### src/rtl/axi4_lite_regfile_slave.sv
// AXI4-Lite slave exposing REG_NUM 32-bit read/write registers.
// Write (AW/W/B) and read (AR/R) channels run independently.
// Optional build macro: AXI_SLAVE_ERR_RESP_EN -- out-of-range accesses
// answer SLVERR instead of OKAY (write still dropped, read data still 0).
module axi4_lite_regfile_slave #(
  parameter int                    ADDR_WIDTH = 32,
  parameter int                    DATA_WIDTH = 32,
  parameter int                    REG_NUM    = 64,
  parameter logic [ADDR_WIDTH-1:0] BASE_ADDR  = '0
) (
  input  logic                      clk,
  input  logic                      rst,
  input  logic [ADDR_WIDTH-1:0]     awaddr,
  input  logic                      awvalid,
  output logic                      awready,
  input  logic [DATA_WIDTH-1:0]     wdata,
  input  logic [DATA_WIDTH/8-1:0]   wstrb,
  input  logic                      wvalid,
  output logic                      wready,
  output logic [1:0]                bresp,
  output logic                      bvalid,
  input  logic                      bready,
  input  logic [ADDR_WIDTH-1:0]     araddr,
  input  logic                      arvalid,
  output logic                      arready,
  output logic [DATA_WIDTH-1:0]     rdata,
  output logic [1:0]                rresp,
  output logic                      rvalid,
  input  logic                      rready
);

  localparam int                    IDX_W  = (REG_NUM > 1) ? $clog2(REG_NUM) : 1;
  localparam int                    STRB_W = DATA_WIDTH / 8;
  localparam logic [ADDR_WIDTH-1:0] SPAN   = ADDR_WIDTH'(REG_NUM * 4);
  localparam logic [1:0]            RESP_OKAY = 2'b00;
`ifdef AXI_SLAVE_ERR_RESP_EN
  localparam logic [1:0]            RESP_OOR  = 2'b10;
`else
  localparam logic [1:0]            RESP_OOR  = 2'b00;
`endif

  typedef enum logic [1:0] {W_IDLE, W_HAVE_ADDR, W_HAVE_DATA, W_RESP} wstate_t;
  typedef enum logic       {R_IDLE, R_RESP} rstate_t;

  wstate_t               r_wstate, w_wstate_nxt;
  rstate_t               r_rstate, w_rstate_nxt;
  logic                  r_out_en;
  logic [DATA_WIDTH-1:0] r_mem [REG_NUM];
  logic [ADDR_WIDTH-1:0] r_awaddr;
  logic [DATA_WIDTH-1:0] r_wdata;
  logic [STRB_W-1:0]     r_wstrb;
  logic [1:0]            r_bresp;
  logic [DATA_WIDTH-1:0] r_rdata;
  logic [1:0]            r_rresp;

  logic                  w_aw_hs, w_w_hs, w_ar_hs, w_commit;
  logic [ADDR_WIDTH-1:0] w_wr_addr, w_wr_off, w_rd_off;
  logic [DATA_WIDTH-1:0] w_wr_data;
  logic [STRB_W-1:0]     w_wr_strb;
  logic                  w_wr_in, w_rd_in;
  logic [IDX_W-1:0]      w_wr_idx, w_rd_idx;

  // r_out_en holds every ready low while in reset and for the reset edge itself
  assign awready = r_out_en && (r_wstate == W_IDLE || r_wstate == W_HAVE_DATA);
  assign wready  = r_out_en && (r_wstate == W_IDLE || r_wstate == W_HAVE_ADDR);
  assign bvalid  = (r_wstate == W_RESP);
  assign bresp   = bvalid ? r_bresp : '0;
  assign arready = r_out_en && (r_rstate == R_IDLE);
  assign rvalid  = (r_rstate == R_RESP);
  assign rresp   = rvalid ? r_rresp : '0;
  assign rdata   = r_rdata;

  assign w_aw_hs = awvalid && awready;
  assign w_w_hs  = wvalid  && wready;
  assign w_ar_hs = arvalid && arready;

  // The half that arrives on the commit edge comes straight from the bus,
  // the half that arrived earlier comes from its holding register.
  assign w_wr_addr = w_aw_hs ? awaddr : r_awaddr;
  assign w_wr_data = w_w_hs  ? wdata  : r_wdata;
  assign w_wr_strb = w_w_hs  ? wstrb  : r_wstrb;
  assign w_wr_off  = w_wr_addr - BASE_ADDR;
  assign w_wr_in   = (w_wr_off < SPAN);
  assign w_wr_idx  = IDX_W'(w_wr_off >> 2);
  assign w_rd_off  = araddr - BASE_ADDR;
  assign w_rd_in   = (w_rd_off < SPAN);
  assign w_rd_idx  = IDX_W'(w_rd_off >> 2);
  assign w_commit  = (r_wstate != W_RESP) && (w_wstate_nxt == W_RESP);

  // Write FSM next-state logic
  always_comb begin
    w_wstate_nxt = r_wstate;
    case (r_wstate)
      W_IDLE: begin
        if (w_aw_hs && w_w_hs) w_wstate_nxt = W_RESP;
        else if (w_aw_hs)      w_wstate_nxt = W_HAVE_ADDR;
        else if (w_w_hs)       w_wstate_nxt = W_HAVE_DATA;
      end
      W_HAVE_ADDR: if (w_w_hs)  w_wstate_nxt = W_RESP;
      W_HAVE_DATA: if (w_aw_hs) w_wstate_nxt = W_RESP;
      W_RESP:      if (bready)  w_wstate_nxt = W_IDLE;
      default:                  w_wstate_nxt = W_IDLE;
    endcase
  end

  // Read FSM next-state logic
  always_comb begin
    w_rstate_nxt = r_rstate;
    case (r_rstate)
      R_IDLE:  if (w_ar_hs) w_rstate_nxt = R_RESP;
      R_RESP:  if (rready)  w_rstate_nxt = R_IDLE;
      default:              w_rstate_nxt = R_IDLE;
    endcase
  end

  // State registers and ready enable
  always_ff @(posedge clk) begin
    if (rst) begin
      r_wstate <= W_IDLE;
      r_rstate <= R_IDLE;
      r_out_en <= 1'b0;
    end else begin
      r_wstate <= w_wstate_nxt;
      r_rstate <= w_rstate_nxt;
      r_out_en <= 1'b1;
    end
  end

  // Hold whichever write half arrives first; capture the B response on commit
  always_ff @(posedge clk) begin
    if (rst) begin
      r_awaddr <= '0;
      r_wdata  <= '0;
      r_wstrb  <= '0;
      r_bresp  <= '0;
    end else begin
      if (w_aw_hs) r_awaddr <= awaddr;
      if (w_w_hs) begin
        r_wdata <= wdata;
        r_wstrb <= wstrb;
      end
      if (w_commit) r_bresp <= w_wr_in ? RESP_OKAY : RESP_OOR;
    end
  end

  // Register array: bytewise update on commit, out-of-range writes dropped
  always_ff @(posedge clk) begin
    if (rst) begin
      for (int unsigned i = 0; i < REG_NUM; i++) r_mem[i] <= '0;
    end else if (w_commit && w_wr_in) begin
      for (int unsigned b = 0; b < STRB_W; b++) begin
        if (w_wr_strb[b]) r_mem[w_wr_idx][8*b +: 8] <= w_wr_data[8*b +: 8];
      end
    end
  end

  // Read data capture; a same-edge write is not yet visible, so the old value returns
  always_ff @(posedge clk) begin
    if (rst) begin
      r_rdata <= '0;
      r_rresp <= '0;
    end else if (w_ar_hs) begin
      r_rdata <= w_rd_in ? r_mem[w_rd_idx] : '0;
      r_rresp <= w_rd_in ? RESP_OKAY : RESP_OOR;
    end
  end

endmodule

### config.mk
export PLATFORM = sky130hd
export DESIGN_NAME = axi4_lite_regfile_slave
export DESIGN_NICKNAME = d
export VERILOG_FILES = /design/src/rtl/axi4_lite_regfile_slave.sv
export SDC_FILE = /design/constraint.sdc
export NUM_CORES = 2
export LEC_CHECK = 0
export ABC_CLOCK_PERIOD_IN_PS = 3200
export CORE_MARGIN = 2
export CORE_UTILIZATION = 40
export CTS_CLUSTER_SIZE = 12
export DETAILED_ROUTE_END_ITERATION = 6
export GPL_ROUTABILITY_DRIVEN = 0
export PLACE_DENSITY = 0.68
export REMOVE_ABC_BUFFERS = 1
export SETUP_SLACK_MARGIN = 0.05
export SKIP_LAST_GASP = 1
export SLEW_MARGIN = 20
export SYNTH_ARGS = -nofsm -noshare
export SYNTH_HDL_FRONTEND = slang
export SYNTH_SLANG_ARGS = --single-unit
### constraint.sdc
create_clock -name clk -period 3.2 [get_ports clk]
set_input_delay 0.48 -clock clk [delete_from_list [all_inputs] [get_ports clk]]
set_output_delay 0.48 -clock clk [all_outputs]
set_load 0.005 [all_outputs]
== Yosys cells after proc, flatten, opt, wreduce, memory -nomap -nowiden ==
Memory sizes are Yosys's and may differ from the RTL's.
Index checks and enable logic that the tools add are counted.

* $lt $le $gt $ge: 2
* Equality and inequality tests: 5
* Multiplexer cells: 36
* Bitwise logic cells: 1
* Reductions and logical operators: 13

{| class="wikitable"
|+ Operator list
! cell !! number
|-
| 32-bit two-way mux || 4
|-
| 32-bit by 9-bit < comparator with 1-bit output, second input constant || 2
|-
| 32-bit OR reduction || 1
|-
| 1-bit two-way mux || 21
|-
| 2-bit two-way mux || 6
|-
| 1-bit logical AND || 9
|-
| 4-bit two-way mux || 2
|-
| 2-bit case mux with 4 select lines || 1
|-
| 2-bit equality test, second input constant || 3
|-
| 6-bit two-way mux || 1
|-
| 2-bit by 1-bit equality test with 1-bit output, second input constant || 1
|-
| 2-bit zero test || 1
|-
| 1-bit logical OR || 2
|-
| 2-bit != test, second input constant || 1
|-
| 1-bit case mux with 2 select lines || 1
|-
| 1-bit inverter || 1
|}

* Bits in registers: 104
* Memory bits (writable): 2048
* Input port bits: 107
* Output and inout bits: 41
* Word-level logic and storage cells: 65
* Memories: 1

{| class="wikitable"
|+ Memory list
! name !! words !! bits a word !! read ports !! clocked after memory_dff !! write ports !! line !! source
|-
| r_mem || 64 || 32 || 1 || 0 || 64 || 48 || <nowiki>logic [DATA_WIDTH-1:0] r_mem [REG_NUM];</nowiki>
|}

== Longest topological paths before layout ==
* Depth after elaboration: 16
* Depth in mapped cells: 10
* Gate-level depth less buffers: 5

== Worst setup path before layout ==
No wires, ideal clock.

* Kind: reg2reg
* From: register r_wstate[0]
* To: memory r_mem[24][0] (enable)
* Library setup time: 384 ps
* Data arrival time: 2554 ps
* Data required time: 2816 ps
* Slack: 262 ps
* Cell stages (with the launch flop): 9
* Buffers on the path: 3
* Period minus slack after synthesis: 2938 ps
* Cell sequence: dfxtp_1 -> nand3b_4 -> buf_6 -> buf_6 -> mux2_4 -> nor2_2 -> nand2_1 -> clkbuf_1 -> o21ai_0

{| class="wikitable"
|+ RTL lines
! item !! line !! source
|-
| start: declaration || 45 || <nowiki>wstate_t r_wstate, w_wstate_nxt;</nowiki>
|-
| start signal: assignment || 123 || <nowiki>r_wstate <= w_wstate_nxt;</nowiki>
|-
| end: declaration || 48 ||
|}

==> results.json <==
{
  "final_cells": 10496,
  "grt_use_met3_pct": 4.86,
  "clock-root-buffer": "clkbuf_16",
  "status": "finished clean",
  "power.density_nw_per_um2": 520,
  "maxCapViolCount": 0,
  "synthArstFlopShare_pct": 0,
  "wl_per_cell_um": 28.5,
  "fin_crit_ns": 3.07,
  "cts_setup_buffers": 0,
  "synth_area_um2": 98400,
  "yosys_warnings": 0,
  "pwr-share-clk_pct": 37.6,
  "cts.htree.levels": 4,
  "p_comb_share_pct": 10.6,
  "clkLatencyLatePin_ns": 0.87,
  "synthToLayoutAreaGrowth_pct": 20.5,
  "cts_tree": "built",
  "firstDrtPassIters": 6,
  "finalSetupViolCount": 0,
  "routed_wl_um": 299000,
  "met1_usage_pct": 30.5,
  "gr-usage-all-layers_pct": 23.5,
  "cts_buffers": 208,
  "synth_edf_count": 2048,
  "core_area_um2": 245000,
  "fillers": 20276,
  "start_kind": "flop",
  "fin_crit_sh_pct": 95.9,
  "ys.flop_type": "edfxtp_1",
  "final_util_pct": 48.3,
  "start_util_pct": 40.1,
  "synth.top_cell.area_share_pct": 62.5,
  "fp-row-count": 182,
  "hp-class": "input pin to flop",
  "finalWorstSetupSlack_ns": 0.133,
  "critPathSlowestCell": "nor4_1",
  "grt_pass1_wl_um": 439000,
  "drcViolationCount": 0,
  "cp_data_arrival_time_ns": 3.64,
  "grt_max_degree": 168,
  "critical_path.max_stage_delay_ns": 1.01,
  "final_nets": 7217,
  "antenna_found_initial": 3,
  "swShare_pct": 23.6,
  "netlist_top_cells_area": "edfxtp_1 (62%), mux4_2 (13%), nor3_1 (7.8%), nor4_1 (3.7%), dfxtp_1 (2.1%)",
  "vias_per_cell": 6.37,
  "r2r_setup_slack_ns": 0.13,
  "dieArea_um2": 250000,
  "grt-busiest-layer": "met2",
  "multi_input_area_um2": 30900,
  "met2_usage_pct": 37.2,
  "power_frac_seq_pct": 51.7,
  "postRouteAntennaNets": 0,
  "finalHoldViolations": 0,
  "clockBufferDepth": 3,
  "yosysUniqueCellTypes": 54,
  "end_kind": "flop",
  "ir_drop_mv": 0.596,
  "p_sw_w": 0.0146,
  "syn-instance-count": 6828,
  "netlist_top_cells_count": "edfxtp_1 (2048), nor3_1 (1540), nor4_1 (588)",
  "numClockSinks": 2150,
  "avgSynthCellArea_um2": 14.4,
  "path_cells": "buf_4 -> nand3b_4 -> buf_12 -> buf_4 -> mux2i_2 -> buf_12 -> nor4_1 -> a41o_1 -> buf_12",
  "relSlewSlack_pct": 17.6,
  "p_leak_nw": 39.1,
  "via_count": 66835,
  "drive_above_1_share_pct": 25.0,
  "place_ws_ns": -0.490,
  "totalPowerFinal_w": 0.0617,
  "crit_path_frequent_cell": "buf_12",
  "detail_route.iter0.violations": 8522,
  "p_int_w": 0.0471,
  "max_freq_mhz": 326,
  "hpwl_um": 202000,
  "die_w_um": 500,
  "fp.dieH_um": 500,
  "ys_ff_latch": 2150,
  "critPathKind": "flop to flop",
  "synthMostInstantiatedCell": "edfxtp_1",
  "tightest_slew_ns": 1.22,
  "seqCellArea_um2": 63500,
  "path_clk_slew_ns": 0.06,
  "dp_cells": 10119,
  "yosys.area.top_type": "edfxtp_1",
  "port-buffer-count": 139,
  "critPathRequiredTime_ns": 3.77,
  "clock-skew-final_ns": 0.0336,
  "path_max_fanout": 12,
  "rsz0062_at_grt": "no",
  "ys_seq_area_share_pct": 64.6,
  "grt_remaining_overflow": 0,
  "grt_pass1_vias": 66176,
  "ios": 148,
  "slew_viol_final": 0
}
## power by group through the flow
stage / sequential [W] / combinational (W) / clock (W)
floorplan: 0.0324 / 0.00221 / 0
CTS: 0.0319 / 0.00650 / 0.0234
detailed placement: 0.0325 / 0.00647 / 0
global placement: 0.0324 / 0.00638 / 0
global route: 0.0320 / 0.00683 / 0.0244
finish: 0.0319 / 0.00657 / 0.0232
## metal layers
layer	vias up	part of all wire [%]
li1	28316	-
met1	33651	36
met2	4200	47
met3	666	11
met4	2	5.8
met5	-	0.0047
## flip-flops by register name, indices dropped and copies added, names as in the netlist
name	count
r_awaddr	30
r_wstrb	4
r_wdata	32
r_out_en	1
r_mem	2048
rdata	32
r_wstate	2
rvalid	1
## kinds of logic after synthesis
logic type      synth area share (%)
simple gates                    13.4
flops                           64.6
buf+inv                         4.36
mux                             13.8
compound gates                  3.87
other cells                  0.00381
## critical path: cells and delay by family (launching register included)
kind / cells / cell delay, ns
simple gates: 2 / 1.10
buf+inv: 5 / 0.79
compound gates: 1 / 0.38
flops: 1 / 0.32
mux: 1 / 0.18
## cell type report
| cell class | count | share of cell area [%] |
|---|---|---|
| sequential | 2150 | 53.6 |
| multi-input combinational | 3662 | 26.1 |
| timing repair buffer | 1084 | 11.6 |
| clock buffer | 343 | 5.04 |
| tap | 3220 | 3.40 |
| clock inverter | 32 | 0.259 |
| inverter | 4 | 0.0127 |
| antenna | 1 | 0.00211 |
## repair_timing
action	in CTS	in global routing
hold endpoints to repair	4	0
endpoints found under the setup margin	5	43
resized for setup	1	6
hold buffers	1	0
## per-stage QoR
step           TNS [ns]  area (µm²)  hold WS (ns)
4_1_cts               0      119000         0.174
5_1_grt               0      119000         0.226
2_1_floorplan         -       94100         0.426
6_report              0      119000         0.228
3_3_place_gp    -716.44      112000         0.449
3_5_place_dp    -814.46      112000         0.449
## path summary, 6_finish.rpt
path                startpoint       endpoint  depth (start not counted)
setup reg to reg      r_out_en  r_mem[50][14]                          9
hold / removal      awaddr[21]   r_awaddr[21]                          3
setup / recovery      r_out_en  r_mem[50][14]                          9
hold reg to reg   r_awaddr[28]   r_awaddr[28]                          2
## placed cells by master, fill, tap and decap left out, drive strengths merged, types with 5 or more instances in the layout
cell | synthesis | final
a21oi | 23 | 23
o21ai | 70 | 70
nand2 | 150 | 150
nand4 | 6 | 6
nand3 | 16 | 16
nor4 | 590 | 590
a41o | 192 | 192
nor2b | 20 | 20
dfxtp | 102 | 102
clkdlybuf4s50 | 0 | 133
mux2 | 12 | 12
o22ai | 112 | 112
a32oi | 26 | 26
inv | 4 | 8
clkinv | 0 | 23
clkbuf | 527 | 343
a22oi | 40 | 40
edfxtp | 2048 | 2048
mux4 | 548 | 548
nor3 | 1540 | 1540
buf | 488 | 950
mux2i | 107 | 107
and4 | 6 | 6
a211oi | 5 | 5
nor2 | 133 | 133
nand3b | 29 | 29
Power figures use the tool's default switching activity.
